File: config.mk
export PLATFORM = sky130hd
export DESIGN_NAME = data_mem_arb
export DESIGN_NICKNAME = d
export VERILOG_FILES = /design/src/rtl/data_mem_arb.sv
export SDC_FILE = /design/constraint.sdc
export NUM_CORES = 1
export LEC_CHECK = 0
export CORE_AREA = 2 2 119 121
export DETAILED_ROUTE_END_ITERATION = 7
export DIE_AREA = 0 0 121 123
export GPL_ROUTABILITY_DRIVEN = 0
export SYNTH_ARGS = -nofsm -noshare
export SYNTH_HDL_FRONTEND = slang
export SYNTH_SLANG_ARGS = --single-unit
File: constraint.sdc
create_clock -name clk_i -period 4 [get_ports clk_i]
set_input_delay 0.6 -clock clk_i [delete_from_list [all_inputs] [get_ports clk_i]]
set_output_delay 0.6 -clock clk_i [all_outputs]
set_load 0.005 [all_outputs]
File: src/rtl/data_mem_arb.sv
// Two-port (core / auxiliary) round-robin arbiter in front of a single-ported data memory.
// Each access takes two cycles: grant plus memory strobe, then the completion pulse.
module data_mem_arb #(
    parameter int DWIDTH = 32,
    parameter int AWIDTH = 32
) (
    input  logic              clk_i,
    input  logic              rst_n_i,

    input  logic              core_req_i,
    input  logic [AWIDTH-1:0] core_addr_i,
    input  logic [3:0]        core_write_ctrl_i,
    input  logic [DWIDTH-1:0] core_write_data_i,
    output logic              core_gnt_o,
    output logic              core_rvalid_o,
    output logic [DWIDTH-1:0] core_read_data_o,

    input  logic              aux_req_i,
    input  logic [AWIDTH-1:0] aux_addr_i,
    input  logic [3:0]        aux_write_ctrl_i,
    input  logic [DWIDTH-1:0] aux_write_data_i,
    output logic              aux_gnt_o,
    output logic              aux_rvalid_o,
    output logic [DWIDTH-1:0] aux_read_data_o,

    output logic              mem_en_o,
    output logic [AWIDTH-1:0] mem_addr_o,
    output logic [3:0]        mem_write_ctrl_o,
    output logic [DWIDTH-1:0] mem_write_data_o,
    input  logic [DWIDTH-1:0] mem_read_data_i
);

    localparam logic [0:0] IDLE       = 1'b0;
    localparam logic [0:0] RESP       = 1'b1;
    localparam logic       OWNER_CORE = 1'b0;
    localparam logic       OWNER_AUX  = 1'b1;

    logic [0:0] state_q, state_d;
    logic       last_owner_q, last_owner_d;
    logic       owner_q, owner_d;
    logic       is_read_q, is_read_d;
    logic       win_aux;

    // Aux wins when alone, or on a tie when the core was served last.
    assign win_aux = aux_req_i & (~core_req_i | (last_owner_q == OWNER_CORE));

    always_comb begin
        state_d          = state_q;
        last_owner_d     = last_owner_q;
        owner_d          = owner_q;
        is_read_d        = is_read_q;
        core_gnt_o       = 1'b0;
        aux_gnt_o        = 1'b0;
        core_rvalid_o    = 1'b0;
        aux_rvalid_o     = 1'b0;
        core_read_data_o = '0;
        aux_read_data_o  = '0;
        mem_en_o         = 1'b0;
        mem_addr_o       = '0;
        mem_write_ctrl_o = 4'b0000;
        mem_write_data_o = '0;

        case (state_q)
            IDLE: begin
                if (core_req_i || aux_req_i) begin
                    mem_en_o = 1'b1;
                    if (win_aux) begin
                        aux_gnt_o        = 1'b1;
                        mem_addr_o       = aux_addr_i;
                        mem_write_ctrl_o = aux_write_ctrl_i;
                        mem_write_data_o = aux_write_data_i;
                    end else begin
                        core_gnt_o       = 1'b1;
                        mem_addr_o       = core_addr_i;
                        mem_write_ctrl_o = core_write_ctrl_i;
                        mem_write_data_o = core_write_data_i;
                    end
                    owner_d      = win_aux ? OWNER_AUX : OWNER_CORE;
                    last_owner_d = win_aux ? OWNER_AUX : OWNER_CORE;
                    is_read_d    = (mem_write_ctrl_o == 4'b0000);
                    state_d      = RESP;
                end
            end
            RESP: begin
                if (owner_q == OWNER_AUX) begin
                    aux_rvalid_o = 1'b1;
                    if (is_read_q) aux_read_data_o = mem_read_data_i;
                end else begin
                    core_rvalid_o = 1'b1;
                    if (is_read_q) core_read_data_o = mem_read_data_i;
                end
                state_d = IDLE;
            end
            default: state_d = IDLE;
        endcase

        // Outputs must read as idle for the whole time reset is held, even with requests pending.
        if (!rst_n_i) begin
            core_gnt_o       = 1'b0;
            aux_gnt_o        = 1'b0;
            core_rvalid_o    = 1'b0;
            aux_rvalid_o     = 1'b0;
            core_read_data_o = '0;
            aux_read_data_o  = '0;
            mem_en_o         = 1'b0;
            mem_addr_o       = '0;
            mem_write_ctrl_o = 4'b0000;
            mem_write_data_o = '0;
        end
    end

    always_ff @(posedge clk_i or negedge rst_n_i) begin
        if (!rst_n_i) begin
            state_q      <= IDLE;
            last_owner_q <= OWNER_AUX;
            owner_q      <= OWNER_CORE;
            is_read_q    <= 1'b0;
        end else begin
            state_q      <= state_d;
            last_owner_q <= last_owner_d;
            owner_q      <= owner_d;
            is_read_q    <= is_read_d;
        end
    end

endmodule
==> summary.md, run 1 <==
| Metric | Value |
|---|---|
| Clock H-tree levels | 1 |
| Total CTS buffers | 3 |
| Total Neg Setup Slack | 0 ns |
| Number of buffers inserted by port buffering | 308 |
| Initial antenna violation count | 0 |
| Fraction of the mapped netlist area in adder cells | 0% |
| Slew Limit Fails | 0 |
| Initial standard-cell utilization of the core | around an eighth |
| Fin nets | around 820 |
| Crit path launch type | primary input |
| Reg2Reg Depth | 4 |
| Core Box Area | around 14,000 um^2 |
| Number of endpoints with negative hold slack in the final report | 0 |
| Top cell by count, worst path | clkdlybuf4s50_1 |
| Mapped Cells | 359 |
| Part of the total power dissipated in combinational logic | between 60% and 70% |
| Wire length of the first global-routing pass | 15,500 um |
| DRT Pass-1 Iters | 4 |
| Die area | roughly 15,000 um^2 |
| Width of the chip | around 120 um |
| Area fraction of the dominant cell type after synthesis | between 30% and 40% |
| Number of max-capacitance violations reported | 0 |
| Highest fanout seen on the critical path | 46 |
| CTS tree | done |
| Multiplexer area fraction after synthesis | 0.585% |
| Required time of the critical path | 3.40 ns |
| Number of cells on the worst hold path | 2 |
| Number of storage elements in the synthesis netlist | 4 |
| Number of placed I/O pins | ~300 |
| Cts-stage hold buffer count | 0 |
| Flop2flop setup slack | 2.64 ns |
| P_int | 480 uW |
| Kind of critical path | in2out |
| Clock share of power | between 20% and 30% |
| CTS root buffer | clkbuf_16 |
| Per-cell via count in the routed design | 4.14 |
| Crit path launch | core_req_i |
| Detailed Route Iter0 Violations | 94 |
| Status | finished clean |
| Number of setup buffers added after CTS | 0 |
| Tightest slew margin relative to the limit | roughly a third |
| Switching pwr | 258 uW |
| Setup WS post-layout | between 0.6 and 0.7 ns |
| Transition time at the pin with the least slew margin | between 1 and 1.5 ns |
| Ordered cell list for the critical path | clkdlybuf4s50_1 > o211ai_4 > buf_12 > a21oi_1 > clkdlybuf4s50_1 |
| Sequential share of the synthesized area | 5.93% |
| Row Count | 43 |
| Synth unique cells | 26 |
| DP Worst Slack | about 0.65 ns |
| Post-synthesis instance area | 1710 um^2 |
| Net switching fraction of the power | 35.0% |
| Diodes inserted | 0 |
| Post-synthesis average cell area | 4.76 um^2 |
| Tightest Hold Check Type | reg2reg |
| Clk pin slew, worst setup/hold paths | approximately 0.030 ns |
| Element type at the critical path end | output pin |
| VDD IR-drop max | around 0.18 mV |
| Final HPWL DP | roughly 9000 um |
| Overall die height | roughly 120 um |
| Synth area leaders | nand2_1 35%, a21oi_1 18%, nor2_1 14% |
| Wire length reported by the detailed router | 10,900 um |
| TritonCTS sink count | 4 |
| Number of global-route vias before repair | 3,186 |
| # resized after CTS | 0 |
| Share of final-layout standard cells stronger than drive strength 1 | 5.27% |
| Number of vias after detailed routing | ~3,400 |
| DRC viols | 0 |
| Setup repair after global routing missed its margin | false |
| Overall overflow remaining after global route | 0 |
| Clock latency at the later pin of the worst-skew pair | around 0.22 ns |
| Clock skew after layout | approximately 0.00018 ns |
| Part of the total power dissipated in sequential elements | 8.8% |
| Global routing usage summed across all routing layers | about an eighth |
| Worst setup path endpoint | mem_write_data_o[1] |
| Commonest non-fill, non-tap cells in the layout | 308 x clkdlybuf4s50_1, 161 x nand2_1, 65 x nor2_1, 60 x a21oi_1 |
| Final cell count without fillers | 825 |
| Average detailed-routed wire length per instance | about 13 um |
| Layout overhead on the synthesized area | 191% |
| Post-placement cell count | just over 800 |
| Arrival time reported for the critical path endpoint | 2.75 ns |
| Largest family of logic cells by synthesized area | simple AND/OR/NAND/NOR gates |
| Final count of negative-setup-slack endpoints | 0 |
| Max Freq | 0.298 GHz |
| Simple-gate portion of the synthesized area | between 50% and 60% |
| Number of nets with antenna violations after routing | 0 |
| Slowest Stage Delay on Critical Path | around 0.7 ns |
| Slowest CP cell | o211ai_4 |
| Critical register-to-register path endpoint | is_read_q$_DFFE_PN0P_ |
| Combined area of the multi-input logic cells | about 1400 um^2 |
| Clock buffer depth | 2 |
| Reg-to-reg startpoint | last_owner_q$_DFFE_PN1P_ |
| Maximum number of pins on one net before global-route repair | 52 |
| Yosys synthesis warning count | 0 |
| Fraction of the mapped netlist area in compound gates | between 20 and 30% |
| Most common cell after layout, fill and taps aside | clkdlybuf4s50_1 |
| Power per Cell Area | between 100 and 150 nW/um^2 |
| Crit path time final | 3.35 ns |
| Storage element area | 101 um^2 |
| Final Cycle Share | a little over four fifths |
| Synthesized-area fraction occupied by xor and xnor cells | 0% |
| Count of filler cells inserted in the layout | ~1,400 |
| Total nets after synthesis | between 500 and 600 |
| Cell type with the largest total area after synthesis | nand2_1 |
| Standby leakage power | around 0.0018 uW |
## critical path, delay by kind of cell
| kind | cells | cell delay (ns) |
|---|---|---|
| AO/OA/AOI/OAI | 2 | 0.77 |
| buffers and inverters | 3 | 1.34 |
## cell families (layout without fill, tap and decap cells)
group | Yosys count | in the layout
AOI/OAI and AO/OA | 76 | 76
and+or+nand+nor | 240 | 240
buffers and inverters | 38 | 324
muxes | 1 | 1
DFF | 4 | 4
## stage by stage
stage                     util, %  instance area, um^2  hold WS [ns]  total power, uW
after floorplan                 -                 1710         0.304              275
after global placement       36.0                 4900         0.480              574
after detailed placement     36.0                 4900         0.503              580
after CTS                    36.5                 4970         0.510              748
after global routing         36.5                 4970         0.549              796
final                        36.5                 4970         0.502              738
## power groups by stage
stage          clock [uW]  sequential (uW)  combinational (uW)
2_1_floorplan           0             55.8                 220
3_3_place_gp            0             64.1                 509
3_5_place_dp            0             65.3                 515
4_1_cts               165             65.1                 518
5_1_grt               171             66.8                 559
6_report              162             65.1                 511
## sequential cells by signal (all words and copies together) (netlist names)
name          cells
last_owner_q      1
owner_q           1
state_q           1
is_read_q         1
## per-layer routing
layer  global-route usage, %  wire, um  up-vias
li1                        -         -     1700
met1                    13.3      3980     1508
met2                    25.8      5680      197
met3                    4.06      1170       12
met4                    1.45       114        0
met5                       0         0        -
## final cells by class
| class | instances | area share (%) |
|---|---|---|
| Multi-Input combinational cell | 317 | 28.2 |
| Tap cell | 180 | 4.53 |
| Timing Repair Buffer | 315 | 63.3 |
| Clock buffer | 4 | 1.58 |
| Inverter | 5 | 0.377 |
| Sequential cell | 4 | 2.04 |
## synth_stat cells, drive strengths merged
cell type / count
nand3b: 1
a21oi: 69
o211ai: 1
nor4: 2
inv: 5
buf: 17
nand2: 170
a21boi: 1
a31oi: 1
o21bai: 1
mux2i: 1
a21bo: 1
dfrtp: 3
nor2: 65
clkbuf: 16
nand3: 1
o21ai: 2
dfstp: 1
and3: 1
## worst min-delay path by stage
stage,start,end,slack (ns)
floorplan,rst_n_i,is_read_q$_DFFE_PN0P_,0.30
global placement,owner_q$_DFFE_PN0P_,owner_q$_DFFE_PN0P_,0.48
detailed placement,owner_q$_DFFE_PN0P_,owner_q$_DFFE_PN0P_,0.50
CTS,owner_q$_DFFE_PN0P_,owner_q$_DFFE_PN0P_,0.51
global route,owner_q$_DFFE_PN0P_,owner_q$_DFFE_PN0P_,0.55
finish,owner_q$_DFFE_PN0P_,owner_q$_DFFE_PN0P_,0.50
Note: power is estimated with default switching activity, not from simulation.
==> inputs of run 2 (changes only) <==
Settings changed: CORE_AREA 2 2 119 121 to 2 2 121 123, DIE_AREA 0 0 121 123 to 0 0 123 125.
Clock period 4 ns to 3.4 ns, I/O delays scaled along.
==> run 2 against run 1 <==
Critical path depth increased by 1. Global-route usage decreased by 0.48 points. Worst setup slack got worse by 0.26 ns.
==> summary.md, run 2 (same netlist as run 1, synthesis figures left out) <==
| Metric | Value |
|---|---|
| Final Cycle Share | between 80% and 90% |
| DRT Pass-1 Iters | 4 |
| Clock skew after layout | between 0.0007 and 0.0008 ns |
| Met2 usage in global routing | between 20% and 30% |
| VDD IR-drop max | 0.131 mV |
| Kind of critical path | in2out |
| DRC viols | 0 |
| Required time of the critical path | roughly 2.9 ns |
| Tightest slew margin relative to the limit | approximately half |
| Number of placed I/O pins | around 310 |
| # resized after CTS | 0 |
| Post-placement cell count | about 830 |
| Number of nets with antenna violations after routing | 0 |
| Initial antenna violation count | 0 |
| Standby leakage power | between 0.0015 and 0.002 uW |
| Final cell count without fillers | 832 |
| Layout overhead on the synthesized area | 194% |
| Met3 Track Usage GR | around 4.2% |
| Number of setup buffers added after CTS | 0 |
| Crit path launch type | primary input |
| Highest fanout seen on the critical path | between 40 and 50 |
| Setup repair after global routing missed its margin | false |
| Count of filler cells inserted in the layout | around 1,500 |
| Part of the total power dissipated in sequential elements | 8.4% |
| Core Box Area | 14,200 um^2 |
| Maximum number of pins on one net before global-route repair | 47 |
| Clock share of power | between 20% and 30% |
| Final count of negative-setup-slack endpoints | 0 |
| Crit path time final | approximately 3.0 ns |
| Width of the chip | between 100 and 150 um |
| Overall overflow remaining after global route | 0 |
| Max Freq | around 0.33 GHz |
| Number of buffers inserted by port buffering | around 300 |
| Highest-utilization routing layer at the global route stage | met2 |
| Row Count | 44 |
| Most common cell after layout, fill and taps aside | clkdlybuf4s50_1 |
| Detailed Route Iter0 Violations | 112 |
| P_int | between 500 and 600 uW |
| Share of final-layout standard cells stronger than drive strength 1 | 5.71% |
| Element type at the critical path end | output pin |
| Combined area of the multi-input logic cells | ~1400 um^2 |
| Number of max-capacitance violations reported | 0 |
| Cts-stage hold buffer count | 0 |
| Net switching fraction of the power | about a third |
| Standard cell area after detailed placement | approximately 5000 um^2 |
| Diodes inserted | 0 |
| Arrival time reported for the critical path endpoint | 2.50 ns |
| Overall die height | ~130 um |
| Tightest Hold Check Type | reg2reg |
| Initial standard-cell utilization of the core | about an eighth |
| Per-cell via count in the routed design | 4.03 |
| Number of vias after detailed routing | approximately 3,400 |
| Transition time at the pin with the least slew margin | between 0.7 and 0.8 ns |
| Clock buffer depth | 2 |
| Storage element area | 101 um^2 |
| Global routing usage summed across all routing layers | ~12% |
| Total CTS buffers | 3 |
| Slew Limit Fails | 0 |
| Die area | approximately 15,000 um^2 |
| Switching pwr | a little over 300 uW |
| Clock H-tree levels | 1 |
| Wire length of the first global-routing pass | 15,600 um |
| Number of endpoints with negative hold slack in the final report | 0 |
| Average detailed-routed wire length per instance | 12.9 um |
| Fin nets | 821 |
| Wire length reported by the detailed router | roughly 11,000 um |
| Total Neg Setup Slack | 0 ns |
| CTS tree | done |
| Part of the total power dissipated in combinational logic | a little over two thirds |
| Status | finished clean |
| Met1 GRT Util | 13.9% |
| Final HPWL DP | ~8600 um |
| Number of global-route vias before repair | about 3,100 |
| Power per Cell Area | ~180 nW/um^2 |
| Clock latency at the later pin of the worst-skew pair | around 0.23 ns |
| Summed area of non-filler cells in the final layout | a little over 5000 um^2 |
| Clk pin slew, worst setup/hold paths | approximately 0.03 ns |
| Commonest non-fill, non-tap cells in the layout | 308 x clkdlybuf4s50_1, 161 x nand2_1, 65 x nor2_1, 60 x a21oi_1 |
| CTS root buffer | clkbuf_16 |
| TritonCTS sink count | 4 |
## run 2: cell count changes in the layout (fill, tap and decap cells not counted)
cell	before	now
buf_4	6	7
buf_12	1	3
## run 2: path summary, 6_finish.rpt
check / endpoint / cells after the start / start / slack, ns
setup / recovery: mem_write_data_o[8] / 6 / core_req_i / 0.39
min in group asynchronous: is_read_q$_DFFE_PN0P_ / 1 / rst_n_i / 0.57
max in group asynchronous: last_owner_q$_DFFE_PN1P_ / 1 / rst_n_i / 2.52
hold reg to reg: owner_q$_DFFE_PN0P_ / 2 / owner_q$_DFFE_PN0P_ / 0.50
hold / removal: owner_q$_DFFE_PN0P_ / 2 / owner_q$_DFFE_PN0P_ / 0.50
setup reg to reg: is_read_q$_DFFE_PN0P_ / 4 / last_owner_q$_DFFE_PN1P_ / 1.96
## run 2: through the flow
stage | hold slack [ns] | setup WS [ns] | total power, uW | utilization (%)
2_1_floorplan | 0.214 | 1.68 | 324 | -
3_3_place_gp | 0.488 | 0.387 | 697 | 34.8
3_5_place_dp | 0.496 | 0.368 | 697 | 34.8
4_1_cts | 0.503 | 0.362 | 896 | 35.4
5_1_grt | 0.512 | 0.261 | 949 | 35.4
6_report | 0.500 | 0.388 | 880 | 35.4
## run 2: critical path, stage by stage
cell	delay [ns]
clkdlybuf4s50_1	0.65
a21bo_2	0.23
buf_12	0.23
nand2_1	0.08
a21oi_1	0.23
clkdlybuf4s50_1	0.54
## run 2: per-layer routing
metal  wire length, um  vias up
li1                  -     1707
met1              4130     1451
met2              5190      183
met3              1320       12
met4               123        0
met5                 0        -
## run 2: area by class of cell
type                            instances  area share, %
Clock buffer                            4           1.57
Multi-Input combinational cell        317           27.9
Tap cell                              184           4.58
Sequential cell                         4           2.02
Inverter                                5          0.373
Timing Repair Buffer                  318           63.6
## run 2: power by group through the flow
| stage | combinational (uW) | sequential, uW | clock [uW] |
|---|---|---|---|
| finish | 614 | 74.1 | 192 |
| floorplan | 258 | 65.6 | 0 |
| global placement | 623 | 74.6 | 0 |
| global route | 675 | 76.3 | 198 |
| CTS | 626 | 74.5 | 195 |
| detailed placement | 623 | 74.6 | 0 |
